[src/rtl/rx_packet_framer.sv]
// rx_packet_framer
//   Receive-path packet assembler. Round-robins over the data channels and
//   the command-response channel (index NUM_CHAN). For each winner it writes
//   one fixed 256-word inband packet to the USB-side FIFO: 4 header words,
//   then len payload words, then zero padding.
//
// Ports
//   rxclk, reset      clock (rising edge), asynchronous active-low reset
//   adctime           sample-time counter, latched as the packet timestamp
//   chan_empty        per-channel "cannot supply a packet" flags
//   chan_usedw        word count of the FIFO addressed by rd_select
//   chan_fifodata     q of the addressed FIFO, valid one cycle after chan_rdreq
//   rd_select         FIFO mux select, held for the whole packet
//   chan_rdreq        read strobe to the selected FIFO
//   have_space        USB FIFO can take a full packet (checked only in IDLE)
//   WR, fifodata      USB FIFO write strobe / data (data is zero when WR=0)
//   rssi_0..rssi_3    per-channel signal strength
//   underrun          TX underrun pulses for channels 0/1
//   debugbus          {state, rd_select}
//
// state   | meaning
// IDLE    | wait for space and a ready channel, pick the next one
// SELECT  | rd_select valid; latch timestamp and payload length
// HDR0    | write flags/length word
// HDR1    | write rssi/channel word
// TS_LO   | write timestamp[15:0]
// TS_HI   | write timestamp[31:16]; first payload read issued
// PAYLOAD | forward len FIFO words
// PAD     | write zeros up to 252 data words
module rx_packet_framer #(
  parameter int NUM_CHAN = 2
) (
  input  logic                rxclk,
  input  logic                reset,
  input  logic [31:0]         adctime,
  input  logic [NUM_CHAN:0]   chan_empty,
  input  logic [9:0]          chan_usedw,
  input  logic [15:0]         chan_fifodata,
  output logic [3:0]          rd_select,
  output logic                chan_rdreq,
  input  logic                have_space,
  output logic                WR,
  output logic [15:0]         fifodata,
  input  logic [31:0]         rssi_0,
  input  logic [31:0]         rssi_1,
  input  logic [31:0]         rssi_2,
  input  logic [31:0]         rssi_3,
  input  logic [1:0]          underrun,
  output logic [7:0]          debugbus
);

  localparam logic [3:0] CMD_CHAN = 4'(NUM_CHAN);
  localparam logic [7:0] MAX_LEN  = 8'd252;

  typedef enum logic [3:0] {
    IDLE    = 4'd0,
    SELECT  = 4'd1,
    HDR0    = 4'd2,
    HDR1    = 4'd3,
    TS_LO   = 4'd4,
    TS_HI   = 4'd5,
    PAYLOAD = 4'd6,
    PAD     = 4'd7
  } state_t;

  state_t      state;
  logic [3:0]  last_served;
  logic [7:0]  len_q;
  logic [7:0]  cnt_q;
  logic [31:0] ts_q;
  logic [15:0] word_q;
  logic [1:0]  urun_q;

  // Round-robin search starting one past the last served channel.
  // Padding with ones keeps the 4-bit index inside the vector.
  logic [15:0] empty_ext;
  logic [3:0]  pick;
  logic [3:0]  idx;
  logic        found;

  assign empty_ext = {{(15 - NUM_CHAN){1'b1}}, chan_empty};

  always_comb begin
    pick  = 4'd0;
    found = 1'b0;
    idx   = 4'd0;
    for (int i = 1; i <= NUM_CHAN + 1; i++) begin
      idx = last_served + 4'(i);
      if (idx > CMD_CHAN) idx = idx - (CMD_CHAN + 4'd1);
      if (!found && !empty_ext[idx]) begin
        found = 1'b1;
        pick  = idx;
      end
    end
  end

  // Header fields, all derived from the held rd_select.
  logic        is_cmd;
  logic [7:0]  len_sel;
  logic [31:0] rssi_sel;
  logic [5:0]  rssi_sat;
  logic [4:0]  chan_field;
  logic        urun_rpt;
  logic [15:0] word0;
  logic [15:0] word1;

  assign is_cmd  = (rd_select == CMD_CHAN);
  assign len_sel = !is_cmd                       ? MAX_LEN :
                   (chan_usedw > 10'(MAX_LEN))   ? MAX_LEN : chan_usedw[7:0];

  always_comb begin
    rssi_sel = rssi_0;
    if (!is_cmd) begin
      case (rd_select)
        4'd1:    rssi_sel = rssi_1;
        4'd2:    rssi_sel = rssi_2;
        4'd3:    rssi_sel = rssi_3;
        default: rssi_sel = rssi_0;
      endcase
    end
  end

  assign rssi_sat   = (rssi_sel > 32'd63) ? 6'd63 : rssi_sel[5:0];
  assign chan_field = is_cmd ? 5'd31 : {1'b0, rd_select};

  // A pulse arriving while word0 is being built is reported right away,
  // so it is not lost when the sticky bit is cleared in HDR0.
  assign urun_rpt = (!is_cmd && rd_select < 4'd2) ?
                    (urun_q[rd_select[0]] | underrun[rd_select[0]]) : 1'b0;

  assign word0 = {1'b0, urun_rpt, 2'b11, 3'b000, len_sel, 1'b0};
  assign word1 = {rssi_sat, chan_field, 5'd0};

  always_ff @(posedge rxclk or negedge reset) begin
    if (!reset) begin
      state       <= IDLE;
      rd_select   <= 4'd0;
      last_served <= CMD_CHAN;
      chan_rdreq  <= 1'b0;
      WR          <= 1'b0;
      word_q      <= 16'h0000;
      len_q       <= 8'd0;
      cnt_q       <= 8'd0;
      ts_q        <= 32'd0;
      urun_q      <= 2'b00;
    end else begin
      for (int i = 0; i < 2; i++) begin
        if (underrun[i])
          urun_q[i] <= 1'b1;
        else if (state == HDR0 && rd_select == 4'(i))
          urun_q[i] <= 1'b0;
      end

      case (state)
        IDLE: begin
          if (have_space && found) begin
            rd_select <= pick;
            state     <= SELECT;
          end
        end
        SELECT: begin
          len_q  <= len_sel;
          ts_q   <= adctime;
          word_q <= word0;
          WR     <= 1'b1;
          state  <= HDR0;
        end
        HDR0: begin
          word_q <= word1;
          state  <= HDR1;
        end
        HDR1: begin
          word_q <= ts_q[15:0];
          state  <= TS_LO;
        end
        TS_LO: begin
          word_q     <= ts_q[31:16];
          chan_rdreq <= (len_q != 8'd0);
          state      <= TS_HI;
        end
        TS_HI: begin
          // read issued here lands on the first PAYLOAD cycle
          word_q     <= 16'h0000;
          chan_rdreq <= (len_q > 8'd1);
          if (len_q == 8'd0) begin
            cnt_q <= MAX_LEN;
            state <= PAD;
          end else begin
            cnt_q <= len_q;
            state <= PAYLOAD;
          end
        end
        PAYLOAD: begin
          // cnt_q = payload words still to write, including this one
          cnt_q      <= cnt_q - 8'd1;
          chan_rdreq <= (cnt_q > 8'd2);
          if (cnt_q == 8'd1) begin
            if (len_q == MAX_LEN) begin
              WR          <= 1'b0;
              last_served <= rd_select;
              state       <= IDLE;
            end else begin
              cnt_q <= MAX_LEN - len_q;
              state <= PAD;
            end
          end
        end
        PAD: begin
          cnt_q <= cnt_q - 8'd1;
          if (cnt_q == 8'd1) begin
            WR          <= 1'b0;
            last_served <= rd_select;
            state       <= IDLE;
          end
        end
        default: state <= IDLE;
      endcase
    end
  end

  // Payload words come straight from the FIFO q, which is valid the cycle
  // after each read; everything else comes from the word register.
  assign fifodata = (state == PAYLOAD) ? chan_fifodata : word_q;
  assign debugbus = {state, rd_select};

endmodule

[config.mk]
export PLATFORM = sky130hd
export DESIGN_NAME = rx_packet_framer
export DESIGN_NICKNAME = d
export VERILOG_FILES = /design/src/rtl/rx_packet_framer.sv
export SDC_FILE = /design/constraint.sdc
export NUM_CORES = 1
export LEC_CHECK = 0
export CELL_PAD_IN_SITES_DETAIL_PLACEMENT = 1
export CELL_PAD_IN_SITES_GLOBAL_PLACEMENT = 1
export CORE_MARGIN = 2
export CORE_UTILIZATION = 31
export CTS_CLUSTER_SIZE = 12
export DETAILED_ROUTE_END_ITERATION = 10
export PLACE_DENSITY_LB_ADDON = 0.1
export SYNTH_ARGS = -nofsm -noshare
export SYNTH_HDL_FRONTEND = slang
export SYNTH_SLANG_ARGS = --single-unit
export TNS_END_PERCENT = 10
[constraint.sdc]
create_clock -name rxclk -period 3.4 [get_ports rxclk]
set_input_delay 0.68 -clock rxclk [delete_from_list [all_inputs] [get_ports rxclk]]
set_output_delay 0.68 -clock rxclk [all_outputs]
set_load 0.1 [all_outputs]
Yosys cells after proc, flatten, opt, wreduce, memory -nomap -nowiden
Index checks and enable logic that the tools add are counted.
{"block": "totals", "elab_cells": 124, "in_bits": 194, "ff_bits": 80, "output_inout_bits": 30}
{"block": "op_classes", "n_mux": 51, "n_bitwise": 1, "n_reduce_logical": 25, "addsub": 8, "n_lt_le_gt_ge": 12, "n_eq_ne": 16}
{"cell": "16-bit case mux with 5 select lines", "n": 1}
{"cell": "32-bit case mux with 2 select lines", "n": 1}
{"cell": "4-bit two-way mux", "n": 12}
{"cell": "8-bit two-way mux", "n": 5}
{"cell": "32-bit by 6-bit > comparator with 1-bit output, second input constant", "n": 1}
{"cell": "32-bit two-way mux", "n": 1}
{"cell": "4-bit case mux with 8 select lines", "n": 1}
{"cell": "8-bit case mux with 3 select lines", "n": 1}
{"cell": "1-bit two-way mux", "n": 19}
{"cell": "4-bit by 2-bit equality test with 1-bit output, second input constant", "n": 4}
{"cell": "4-bit by 3-bit equality test with 1-bit output, second input constant", "n": 4}
{"cell": "16-bit two-way mux", "n": 1}
{"cell": "4-bit by 5-bit less-than comparator with 1-bit output, second input constant", "n": 3}
{"cell": "1-bit binary-select mux with 4-bit select", "n": 3}
{"cell": "4-bit by 2-bit > comparator with 1-bit output, second input constant", "n": 3}
{"cell": "4-bit by 2-bit subtractor with 4-bit output, second input constant", "n": 3}
{"cell": "10-bit by 8-bit > comparator with 1-bit output, second input constant", "n": 1}
{"cell": "3-bit nonzero test", "n": 3}
{"cell": "4-bit by 2-bit adder with 4-bit output, second input constant", "n": 2}
{"cell": "4-bit by 1-bit equality test with 1-bit output, second input constant", "n": 2}
{"cell": "8-bit by 1-bit equality test with 1-bit output, second input constant", "n": 1}
{"cell": "8-bit equality test, second input constant", "n": 1}
{"cell": "8-bit by 1-bit > comparator with 1-bit output, second input constant", "n": 1}
{"cell": "8-bit by 2-bit > comparator with 1-bit output, second input constant", "n": 1}
{"cell": "other kinds (22)", "n": 38}

Depth between registers and ports, before layout
Gate-level depths: netlist (run 1).
{"block": "logic_depth", "ltp_word": 14, "mapped_depth": 11, "mapped_depth_nobuf": 10}

Least setup slack after synthesis (run 1)
Ideal clock, no wire load.
{"block": "synth_path", "path_kind": "register to output", "from": "register state[0]", "to": "output fifodata[10]", "t_required_ns": 2.720, "arrival_time_ns": 2.881, "path_stages_with_launch": 7, "path_buffers": 3, "slack_ns": -0.161, "path_cell_list": "dfrtp_1 > clkbuf_1 > clkinv_1 > nand3_1 > clkbuf_1 > buf_1 > mux2_2"}
{"block": "synth_via", "elab_chain_len": 2}
{"element": "start, declared", "line_no": "66", "text": "state_t state;"}
{"element": "start signal, assigned", "line_no": "136", "text": "state <= IDLE;"}
{"element": "start signal, assigned", "line_no": "158", "text": "state <= SELECT;"}
{"element": "start signal, assigned", "line_no": "166", "text": "state <= HDR0;"}
{"element": "4-bit by 3-bit equality test with 1-bit output", "line_no": "223", "text": "assign fifodata = (state == PAYLOAD) ? chan_fifodata : word_q;"}
{"element": "16-bit two-way mux", "line_no": "223"}
{"element": "end, declared", "line_no": "43", "text": "output logic [15:0] fifodata,"}
No other way between the ends.

Worst setup path in the final report (run 1)
{"block": "layout_path", "from": "register last_served[1]", "to": "register rd_select[0]"}
{"block": "layout_via", "elab_chain_len": 13, "word_cells_on_any_way": 31, "cone_classes": "add/sub: 6; order compare: 3; mux: 15; reduce/logical: 7"}
{"element": "start, declared", "line_no": "67", "text": "logic [3:0] last_served;"}
{"element": "start signal, assigned", "line_no": "200", "text": "last_served <= rd_select;"}
{"element": "start signal, assigned", "line_no": "212", "text": "last_served <= rd_select;"}
{"element": "4-bit by 2-bit adder with 4-bit output", "line_no": "88", "text": "idx = last_served + 4'(i);"}
{"element": "4-bit by 2-bit subtractor with 4-bit output or 4-bit by 2-bit > comparator with 1-bit output (tied branches)", "line_no": "89", "text": "if (idx > CMD_CHAN) idx = idx - (CMD_CHAN + 4'd1);"}
{"element": "4-bit two-way mux", "line_no": "89"}
{"element": "1-bit binary-select mux with 4-bit select", "line_no": "90", "text": "if (!found && !empty_ext[idx]) begin"}
{"element": "1-bit two-way mux (implied by the code)", "line_no": "90"}
{"element": "1-bit logical NOT", "line_no": "90"}
{"element": "1-bit logical AND", "line_no": "90"}
{"element": "1-bit two-way mux", "line_no": "90"}
{"element": "1-bit logical NOT", "line_no": "90"}
{"element": "1-bit logical AND", "line_no": "90"}
{"element": "1-bit two-way mux", "line_no": "90"}
{"element": "1-bit logical AND", "line_no": "156", "text": "if (have_space && found) begin"}
{"element": "2-bit AND reduction (no source line)"}
{"element": "end signal, assigned", "line_no": "157", "text": "rd_select <= pick;"}
{"element": "end, declared", "line_no": "39", "text": "output logic [3:0] rd_select,"}
Several ways; a longest one is shown, not always the timed one. The select of a mux whose other input is x is not followed.
A chain may end at the register's enable or synchronous reset.

==> impl_metrics.env, run 1 <==
export IMPL_arrival_ns=3.42
export IMPL_clock_fmax_ghz=0.315
export IMPL_postSynthAreaPerCell_sq_um=8.33
export IMPL_rsz0062_at_grt="false"
export IMPL_hold_ws_ns=0.325
export IMPL_timing_max_cap_violations=0
export IMPL_core_area_sq_um=16700
export IMPL_cts_sinks=79
export IMPL_synth_largest_area_cell="dfrtp_1"
export IMPL_synth_flop_cell="dfrtp_1"
export IMPL_final_area_sq_um=7940
export IMPL_grt_use_met3_pct=3.48
export IMPL_firstDrtPassIters=4
export IMPL_synth_warnings=0
export IMPL_grt_busiest_layer="met2"
export IMPL_fin_ws_ns=0.226
export IMPL_routed_via_density=5.39
export IMPL_antenna_found_initial=0
export IMPL_dp_cells=1030
export IMPL_max_slew_margin_pct=47.3
export IMPL_cts_buffers=9
export IMPL_cts_resized=0
export IMPL_end_kind="flop"
export IMPL_synth_seq_cells=79
export IMPL_worstPathCellList="inv_1, ha_1, mux2i_1, o21ai_0, and2_2, a2111oi_4, or2_4, o31ai_4, o41ai_2"
export IMPL_skew_ns=0.00856
export IMPL_avgRoutedWirePerCell_microns=19.5
export IMPL_critical_path_max_fanout=14
export IMPL_clock_path_buffers=2
export IMPL_place_congestion=0.924
export IMPL_power_density_nw_per_um2=298
export IMPL_drt_iter0_markers=293
export IMPL_async_flop_share_pct=100
export IMPL_fin_nets=1029
export IMPL_io_pins=224
export IMPL_syn2layout_area_growth_pct=48.7
export IMPL_drive_above_1_share_pct=12.6
export IMPL_hp_class="input port to asynchronous set/reset pin"
export IMPL_overflow=0
export IMPL_grt_max_degree=42
export IMPL_drc=0
export IMPL_syn_inst=641
export IMPL_syn_area_sq_um=5340
export IMPL_grt_pass1_wl_microns=32700
export IMPL_critical_path_class="flop to flop"
export IMPL_irDropWorstVdd_uv=285
export IMPL_dp_hpwl_microns=15900
export IMPL_holdBufCountCts=0
export IMPL_post_dp_cell_area_sq_um=7630
export IMPL_antenna_cells=0
export IMPL_synthTopCellsByArea="dfrtp_1 37%, nand2_1 10%, a221oi_1 3.8%"
export IMPL_syn_nets=849
export IMPL_period_needed_ns=3.17
export IMPL_path_clk_slew_ns=0.06
export IMPL_track_usage_pct=22.7
export IMPL_met1_usage_pct=30.0
export IMPL_worstMarginPinSlew_ns=0.787
export IMPL_slew_viol_final=0
export IMPL_cts_root_buf="clkbuf_16"
export IMPL_routed_wl_microns=20400
export IMPL_tns_ns=0
export IMPL_htree_levels=3
export IMPL_cts_tree="done"
export IMPL_rows=47
export IMPL_postCtsSetupRepairBufs=0
export IMPL_ys_seq_area_share_pct=37.0
export IMPL_final_cells=1046
export IMPL_die_w_microns=135
export IMPL_ys_types=73
export IMPL_grt_pass1_vias=6032
export IMPL_die_area_sq_um=18300
export IMPL_clkLatencyLatePin_ns=0.35
export IMPL_use_met2_pct=39.6
export IMPL_synth_edf_count=0
export IMPL_critPathSlowestCell="ha_1"
export IMPL_status="finished clean"
export IMPL_worst_ep_required_time_ns=3.64
export IMPL_start_kind="flop"
export IMPL_crit_path_max_incr_delay_ns=0.61
export IMPL_synth_top_cell_area_share_pct=36.5
export IMPL_dp_worst_setup_slack_ns=0.264
export IMPL_initial_core_util_pct=32.0
export IMPL_final_hold_viol_count=0
export IMPL_min_period_over_period_pct=93.4
export IMPL_final_util_pct=47.6
export IMPL_vias=5633
export IMPL_die_h_microns=135
export IMPL_power_mw=2.36
export IMPL_portBuffers=190
export IMPL_finalSetupViolations=0
export IMPL_p_leak_nw=3.28
export IMPL_ant_nets=0
==> cells by family after synthesis <==
| logic type | Yosys count | share of synthesized area [%] |
|---|---|---|
| compound gates | 168 | 22.4 |
| flops | 79 | 37.0 |
| buf+inv | 56 | 4.47 |
| simple gates | 280 | 24.3 |
| mux | 29 | 5.93 |
| fa+ha+maj | 14 | 3.28 |
| xor+xnor | 14 | 2.44 |
| other cells | 1 | 0.0702 |
==> final timing paths <==
check | from | cells after the start | end | slack [ns]
setup / recovery | last_served[1] | 9 | rd_select[0] | 0.23
hold / removal | reset | 1 | cnt_q[2] | 0.33
setup reg to reg | last_served[1] | 9 | rd_select[0] | 0.23
hold reg to reg | ts_q[24] | 2 | ts_q[24] | 0.48
max in group asynchronous | reset | 2 | ts_q[4] | 2.47
min in group rxclk | ts_q[24] | 2 | ts_q[24] | 0.48
==> layout make-up <==
class / instances / area (sq um)
clock buffers: 9 / 225
repair buffers: 208 / 2190
flip-flops and latches: 79 / 1980
multi-input cells: 506 / 3130
clock inverters: 7 / 82.6
fillers: 1958 / 8760
well taps: 220 / 275
inverters: 17 / 63.8
==> placed cells by master, fill, tap and decap left out, types with 11 or more instances in the layout <==
cell type / Yosys / layout
buf_4: 7 / 30
dfrtp_1: 78 / 77
nand2_1: 147 / 147
a21oi_1: 36 / 36
o22ai_1: 13 / 13
o21ai_0: 39 / 39
a221oi_1: 23 / 23
mux2_2: 17 / 17
clkdlybuf4s50_1: 0 / 160
inv_1: 14 / 14
mux2i_1: 11 / 11
nor2_1: 41 / 41
nor4_1: 25 / 25
buf_12: 0 / 18
nor3_1: 15 / 14
ha_1: 14 / 14
==> power by group <==
part	internal [mW]	total, mW	switching (mW)	leakage, nW
sequential	0.959	0.973	0.0131	0.949
clock	0.577	0.996	0.418	0.144
combinational	0.228	0.396	0.167	2.19
==> registers in the layout, indices dropped and copies added (netlist names) <==
register     count
ts_q            32
word_q          16
cnt_q            8
len_q            8
last_served      4
rd_select        4
state            3
urun_q           2
WR               1
chan_rdreq       1
==> synth_stat cells, drive strengths merged (13+ instances only) <==
master,count
ha,14
mux2,18
clkbuf,27
nor2,41
nor3,15
a21oi,36
nand2,147
o22ai,13
inv,14
nor4,25
a221oi,23
o21ai,39
dfrtp,78
==> metal layers <==
| metal | vias to the layer above | part of all wire (%) |
|---|---|---|
| met1 | 2811 | 45 |
| met4 | 0 | 0.77 |
| met2 | 122 | 50 |
| li1 | 2687 | - |
| met5 | - | 0 |
| met3 | 13 | 4.3 |
==> worst max-delay path, delay by kind of cell (launching register included) <==
family,cells,cell delay (ns)
AOI/OAI and AO/OA,4,0.98
adders and majority gates,1,0.61
DFF,1,0.59
and+or+nand+nor,2,0.46
muxes,1,0.28
buffers and inverters,1,0.15
(Power assumes the default switching activity.)
==> run 2, diff against run 1 <==
Settings changed: GPL_TIMING_DRIVEN set to 0.
==> run 2 against run 1 <==
Net effect:
- die area stayed put
- largest power group unchanged
- design area is 0.61% lower
- core utilization is 0.29 points lower
- critical path depth is 3 lower
- highest routed layer unchanged
==> impl_metrics.env, run 2 (same netlist as run 1, synthesis figures left out) <==
export IMPL_status="finished clean"
export IMPL_largest_reg_flops=32
export IMPL_start_kind="flop"
export IMPL_cts_buffers=9
export IMPL_hold_ws_ns=0.277
export IMPL_final_util_pct=47.3
export IMPL_initial_core_util_pct=32.0
export IMPL_worst_path_buf_inv=4
export IMPL_grt_pass1_vias=6187
export IMPL_dp_hpwl_microns=17700
export IMPL_grt_pass1_wl_microns=35000
export IMPL_ant_nets=0
export IMPL_final_common_cell="clkdlybuf4s50_1"
export IMPL_crit_path_max_incr_delay_ns=0.50
export IMPL_path_clk_slew_ns=0.06
export IMPL_io_pins=224
export IMPL_antenna_cells=0
export IMPL_core_area_sq_um=16700
export IMPL_slew_viol_final=0
export IMPL_firstDrtPassIters=4
export IMPL_rsz0062_at_grt="true"
export IMPL_regMostFlops="ts_q"
export IMPL_finalSetupViolations=0
export IMPL_place_congestion=0.919
export IMPL_avgRoutedWirePerCell_microns=20.8
export IMPL_hp_class="input port to asynchronous set/reset pin"
export IMPL_holdBufCountCts=0
export IMPL_syn2layout_area_growth_pct=47.8
export IMPL_final_area_sq_um=7890
export IMPL_antenna_found_initial=0
export IMPL_htree_levels=3
export IMPL_period_needed_ns=3.40
export IMPL_cts_sinks=79
export IMPL_worst_ep_required_time_ns=2.72
export IMPL_portBuffers=190
export IMPL_vias=5802
export IMPL_drt_iter0_markers=230
export IMPL_critPathTopFamily="buffers and inverters"
export IMPL_critical_path_class="flop to output port"
export IMPL_arrival_ns=2.72
export IMPL_clock_path_buffers=2
export IMPL_die_h_microns=135
export IMPL_critical_path_max_fanout=11
export IMPL_reg_largest_list="ts_q (32), word_q (16)"
export IMPL_die_w_microns=135
export IMPL_routed_wl_microns=22200
export IMPL_critPathSlowestCell="dfrtp_2"
export IMPL_irDropWorstVdd_uv=306
export IMPL_rows=47
export IMPL_power_density_nw_per_um2=298
export IMPL_min_period_over_period_pct=99.9
export IMPL_worstMarginPinSlew_ns=1.36
export IMPL_post_dp_cell_area_sq_um=7540
export IMPL_multi_input_area_sq_um=3170
export IMPL_max_slew_margin_pct=8.69
export IMPL_fin_nets=1050
export IMPL_drive_above_1_share_pct=10.6
export IMPL_drc=0
export IMPL_seq_area_sq_um=1980
export IMPL_clkLatencyLatePin_ns=0.36
export IMPL_die_area_sq_um=18300
export IMPL_cts_tree="done"
export IMPL_overflow=0
export IMPL_track_usage_pct=24.8
export IMPL_timing_max_cap_violations=0
export IMPL_clock_fmax_ghz=0.294
export IMPL_grt_max_degree=47
export IMPL_p_leak_nw=3.22
export IMPL_final_cell_mix="173 x clkdlybuf4s50_1, 147 x nand2_1, 76 x dfrtp_1, 40 x nor2_1, 39 x o21ai_0"
export IMPL_worstPathCellList="clkinv_2, nand3_1, clkbuf_2, buf_4, mux2_2, clkdlybuf4s15_2"
export IMPL_fillerInstances=2004
export IMPL_final_hold_viol_count=0
export IMPL_skew_ns=0.00477
export IMPL_end_kind="output port"
export IMPL_routed_via_density=5.44
export IMPL_cts_root_buf="clkbuf_16"
==> run 2: cell types whose count changed in the layout (fill, tap and decap cells not counted), moves of 3 or more <==
cell and delta:
buf_4 -21, buf_2 +3, clkdlybuf4s15_2 +8, dlygate4sd2_1 +6, clkdlybuf4s50_1 +13, buf_12 -18
clkinv_2 +4, clkbuf_1 +24
==> run 2: path summary, 6_finish.rpt <==
kind	startpoint	end	slack [ns]	depth (start not counted)
worst max-delay path	state[0]	fifodata[11]	0.003	6
worst min register to register	ts_q[18]	ts_q[18]	0.49	2
min in group rxclk	ts_q[18]	ts_q[18]	0.49	2
worst min-delay path	reset	cnt_q[2]	0.28	1
max in group asynchronous	reset	last_served[1]	2.48	2
worst max register to register	last_served[0]	rd_select[0]	0.21	10
==> run 2: through the flow <==
stage	std cells	setup WS, ns	power [mW]	TNS, ns
detailed placement	1052	-1.41	1.37	-18.93
finish	1067	0.00252	2.35	0
CTS	1067	-0.0191	2.37	-0.113
global placement	1051	-1.57	1.36	-118.26
global route	1067	-0.109	2.42	-1.04
floorplan	641	0.0982	1.11	0
==> run 2: power breakdown <==
group          switching (mW)  internal, mW  leakage (nW)  total (mW)
clock                   0.438         0.570         0.142        1.01
sequential             0.0154         0.959         0.947       0.975
combinational           0.165         0.203          2.13       0.368
==> run 2: worst reg2reg max path: stages (launching register included) <==
cell and delay [ns]:
dfrtp_2 0.46, clkbuf_4 0.25, clkinv_2 0.20, ha_2 0.46, mux2i_1 0.24, o21ai_0 0.11, and2_2 0.23, a2111oi_4 0.43
or2_4 0.23, o31ai_4 0.11, o41ai_2 0.37
==> run 2: what timing repair did <==
item                                    CTS  global route
pin swaps                                 0             1
endpoints found under the setup margin   21            20
cloned                                    0             0
resized for setup                        45            12
setup buffers                             0             0
==> run 2: per-layer routing <==
metal | vias up | share of wire, % | track usage, %
met5 | - | 0 | 0
met4 | 0 | 1.6 | 5.73
met3 | 24 | 3.4 | 4.34
met2 | 109 | 50 | 42.3
met1 | 2936 | 45 | 32.8
li1 | 2733 | - | -
==> run 2: final cells by class <==
| cell class | count | share of cell area, % |
|---|---|---|
| Timing Repair Buffer | 191 | 24.3 |
| Inverter | 17 | 0.840 |
| Clock buffer | 9 | 2.85 |
| Buffer | 38 | 2.28 |
| Clock inverter | 7 | 0.919 |
| Tap cell | 220 | 3.49 |
| Multi-Input combinational cell | 506 | 40.2 |
| Sequential cell | 79 | 25.1 |
==> run 3, diff against run 2 <==
Settings changed: SETUP_SLACK_MARGIN set to 0.2.
==> run 3 against run 2 <==
Net effect:
- global-route usage shrank 0.83 points
- critical endpoint is now fifodata[0]
- via count shrank 0.84%
- combinational power is essentially flat
- cell count is essentially flat
- critical path depth shrank 1
- first-iteration DRC count grew 19%
- routed wire length shrank 2.1%
- highest routed layer unchanged
==> impl_metrics.env, run 3 (same netlist as run 1, synthesis figures left out) <==
export IMPL_status="finished clean"
export IMPL_firstDrtPassIters=4
export IMPL_vias=5753
export IMPL_start_kind="flop"
export IMPL_crit_path_max_incr_delay_ns=0.85
export IMPL_period_needed_ns=3.27
export IMPL_worstPathCellList="clkinv_2, nand3_1, clkbuf_2, mux2_2, dlygate4sd2_1"
export IMPL_syn2layout_area_growth_pct=47.2
export IMPL_track_usage_pct=23.9
export IMPL_antenna_found_initial=0
export IMPL_overflow=0
export IMPL_irDropWorstVdd_uv=246
export IMPL_portBuffers=190
export IMPL_dp_hpwl_microns=17400
export IMPL_worst_ep_required_time_ns=2.72
export IMPL_grt_use_met3_pct=3.74
export IMPL_min_period_over_period_pct=96.2
export IMPL_path_clk_slew_ns=0.06
export IMPL_cts_tree="done"
export IMPL_critical_path_max_fanout=11
export IMPL_fin_nets=1051
export IMPL_io_pins=224
export IMPL_drt_iter0_markers=274
export IMPL_die_h_microns=135
export IMPL_multi_input_area_sq_um=3200
export IMPL_die_w_microns=135
export IMPL_final_cell_mix="173 x clkdlybuf4s50_1, 147 x nand2_1, 76 x dfrtp_1, 40 x nor2_1, 39 x o21ai_0"
export IMPL_hp_class="input port to asynchronous set/reset pin"
export IMPL_timing_max_cap_violations=0
export IMPL_dp_worst_setup_slack_ns=-1.15
export IMPL_drc=0
export IMPL_die_area_sq_um=18300
export IMPL_skew_ns=0.00886
export IMPL_met1_usage_pct=31.8
export IMPL_htree_levels=3
export IMPL_end_kind="output port"
export IMPL_drive_above_1_share_pct=11.3
export IMPL_largest_reg_flops=32
export IMPL_arrival_ns=2.59
export IMPL_grt_pass1_wl_microns=34100
export IMPL_clkLatencyLatePin_ns=0.34
export IMPL_fin_ws_ns=0.128
export IMPL_routed_wl_microns=21700
export IMPL_clock_path_buffers=2
export IMPL_rows=47
export IMPL_critical_path_class="flop to output port"
export IMPL_antenna_cells=0
export IMPL_final_cells=1068
export IMPL_p_leak_nw=3.22
export IMPL_holdBufCountCts=0
export IMPL_rsz0062_at_grt="true"
export IMPL_place_congestion=0.882
export IMPL_grt_pass1_vias=6167
export IMPL_cts_root_buf="clkbuf_16"
export IMPL_final_common_cell="clkdlybuf4s50_1"
export IMPL_slew_viol_final=0
export IMPL_grt_busiest_layer="met2"
export IMPL_reg_largest_list="ts_q (32), word_q (16)"
export IMPL_routed_via_density=5.39
export IMPL_initial_core_util_pct=32.0
export IMPL_clock_fmax_ghz=0.306
export IMPL_final_util_pct=47.1
export IMPL_fillerInstances=1990
export IMPL_dp_cells=1052
export IMPL_cts_buffers=9
export IMPL_critPathSlowestCell="dlygate4sd2_1"
export IMPL_ant_nets=0
export IMPL_max_slew_margin_pct=31.3
export IMPL_cts_sinks=79
export IMPL_seq_area_sq_um=1980
export IMPL_use_met2_pct=40.8
export IMPL_tns_ns=0
export IMPL_regMostFlops="ts_q"
export IMPL_rr_startpoint="last_served[2]"
export IMPL_cp_startpoint="state[0]"
export IMPL_grt_max_degree=51
export IMPL_final_hold_viol_count=0
export IMPL_avgRoutedWirePerCell_microns=20.3
export IMPL_power_density_nw_per_um2=289
export IMPL_core_area_sq_um=16700
export IMPL_worstMarginPinSlew_ns=1.02
export IMPL_finalSetupViolations=0
## run 3: layout make-up
cell class	instances	area share, %
Timing Repair Buffer	192	23.8
Buffer	38	2.29
Multi-Input combinational cell	506	40.7
Clock inverter	6	0.589
Tap cell	220	3.50
Inverter	17	0.859
Sequential cell	79	25.2
Clock buffer	10	3.04
## run 3: path summary, 6_finish.rpt
check	end	slack (ns)	cells after the start
min in group rxclk	ts_q[16]	0.48	2
worst max register to register	rd_select[0]	0.34	11
worst min-delay path	cnt_q[1]	0.28	1
worst min register to register	ts_q[16]	0.48	2
max in group asynchronous	ts_q[7]	2.50	2
worst max-delay path	fifodata[0]	0.13	5
## run 3: worst max-delay path: cells and delay by family, from the launching register on
family	cells	cell delay [ns]
buffers and inverters	3	1.29
muxes	1	0.29
and+or+nand+nor	1	0.11
DFF	1	0.55
## run 3: per-stage QoR
step	power [mW]	cell area [sq um]	hold WS, ns
after global placement	1.35	7520	0.460
final	2.28	7860	0.279
after detailed placement	1.37	7550	0.472
after floorplan	1.11	5350	0.384
after global routing	2.36	7860	0.312
after CTS	2.30	7840	0.299
## run 3: layer usage
| metal | vias up | part of all wire, % | routed length (microns) |
|---|---|---|---|
| met1 | 2859 | 45 | 9740 |
| met5 | - | 0 | 0 |
| met4 | 0 | 1.9 | 419 |
| met3 | 34 | 3.9 | 843 |
| li1 | 2728 | - | - |
| met2 | 132 | 49 | 10700 |
## run 3: report_power, final
part	switching (mW)	leakage, nW	internal [mW]
clock network	0.420	0.135	0.517
registers	0.0150	0.947	0.959
logic	0.164	2.13	0.201
## run 3: repair_timing
action / in CTS / in global routing
buffers inserted: 0 / 1
endpoints found under the hold margin: 0 / 0
resized for setup: 47 / 31
pin swaps: 0 / 3
setup endpoints to repair: 21 / 21
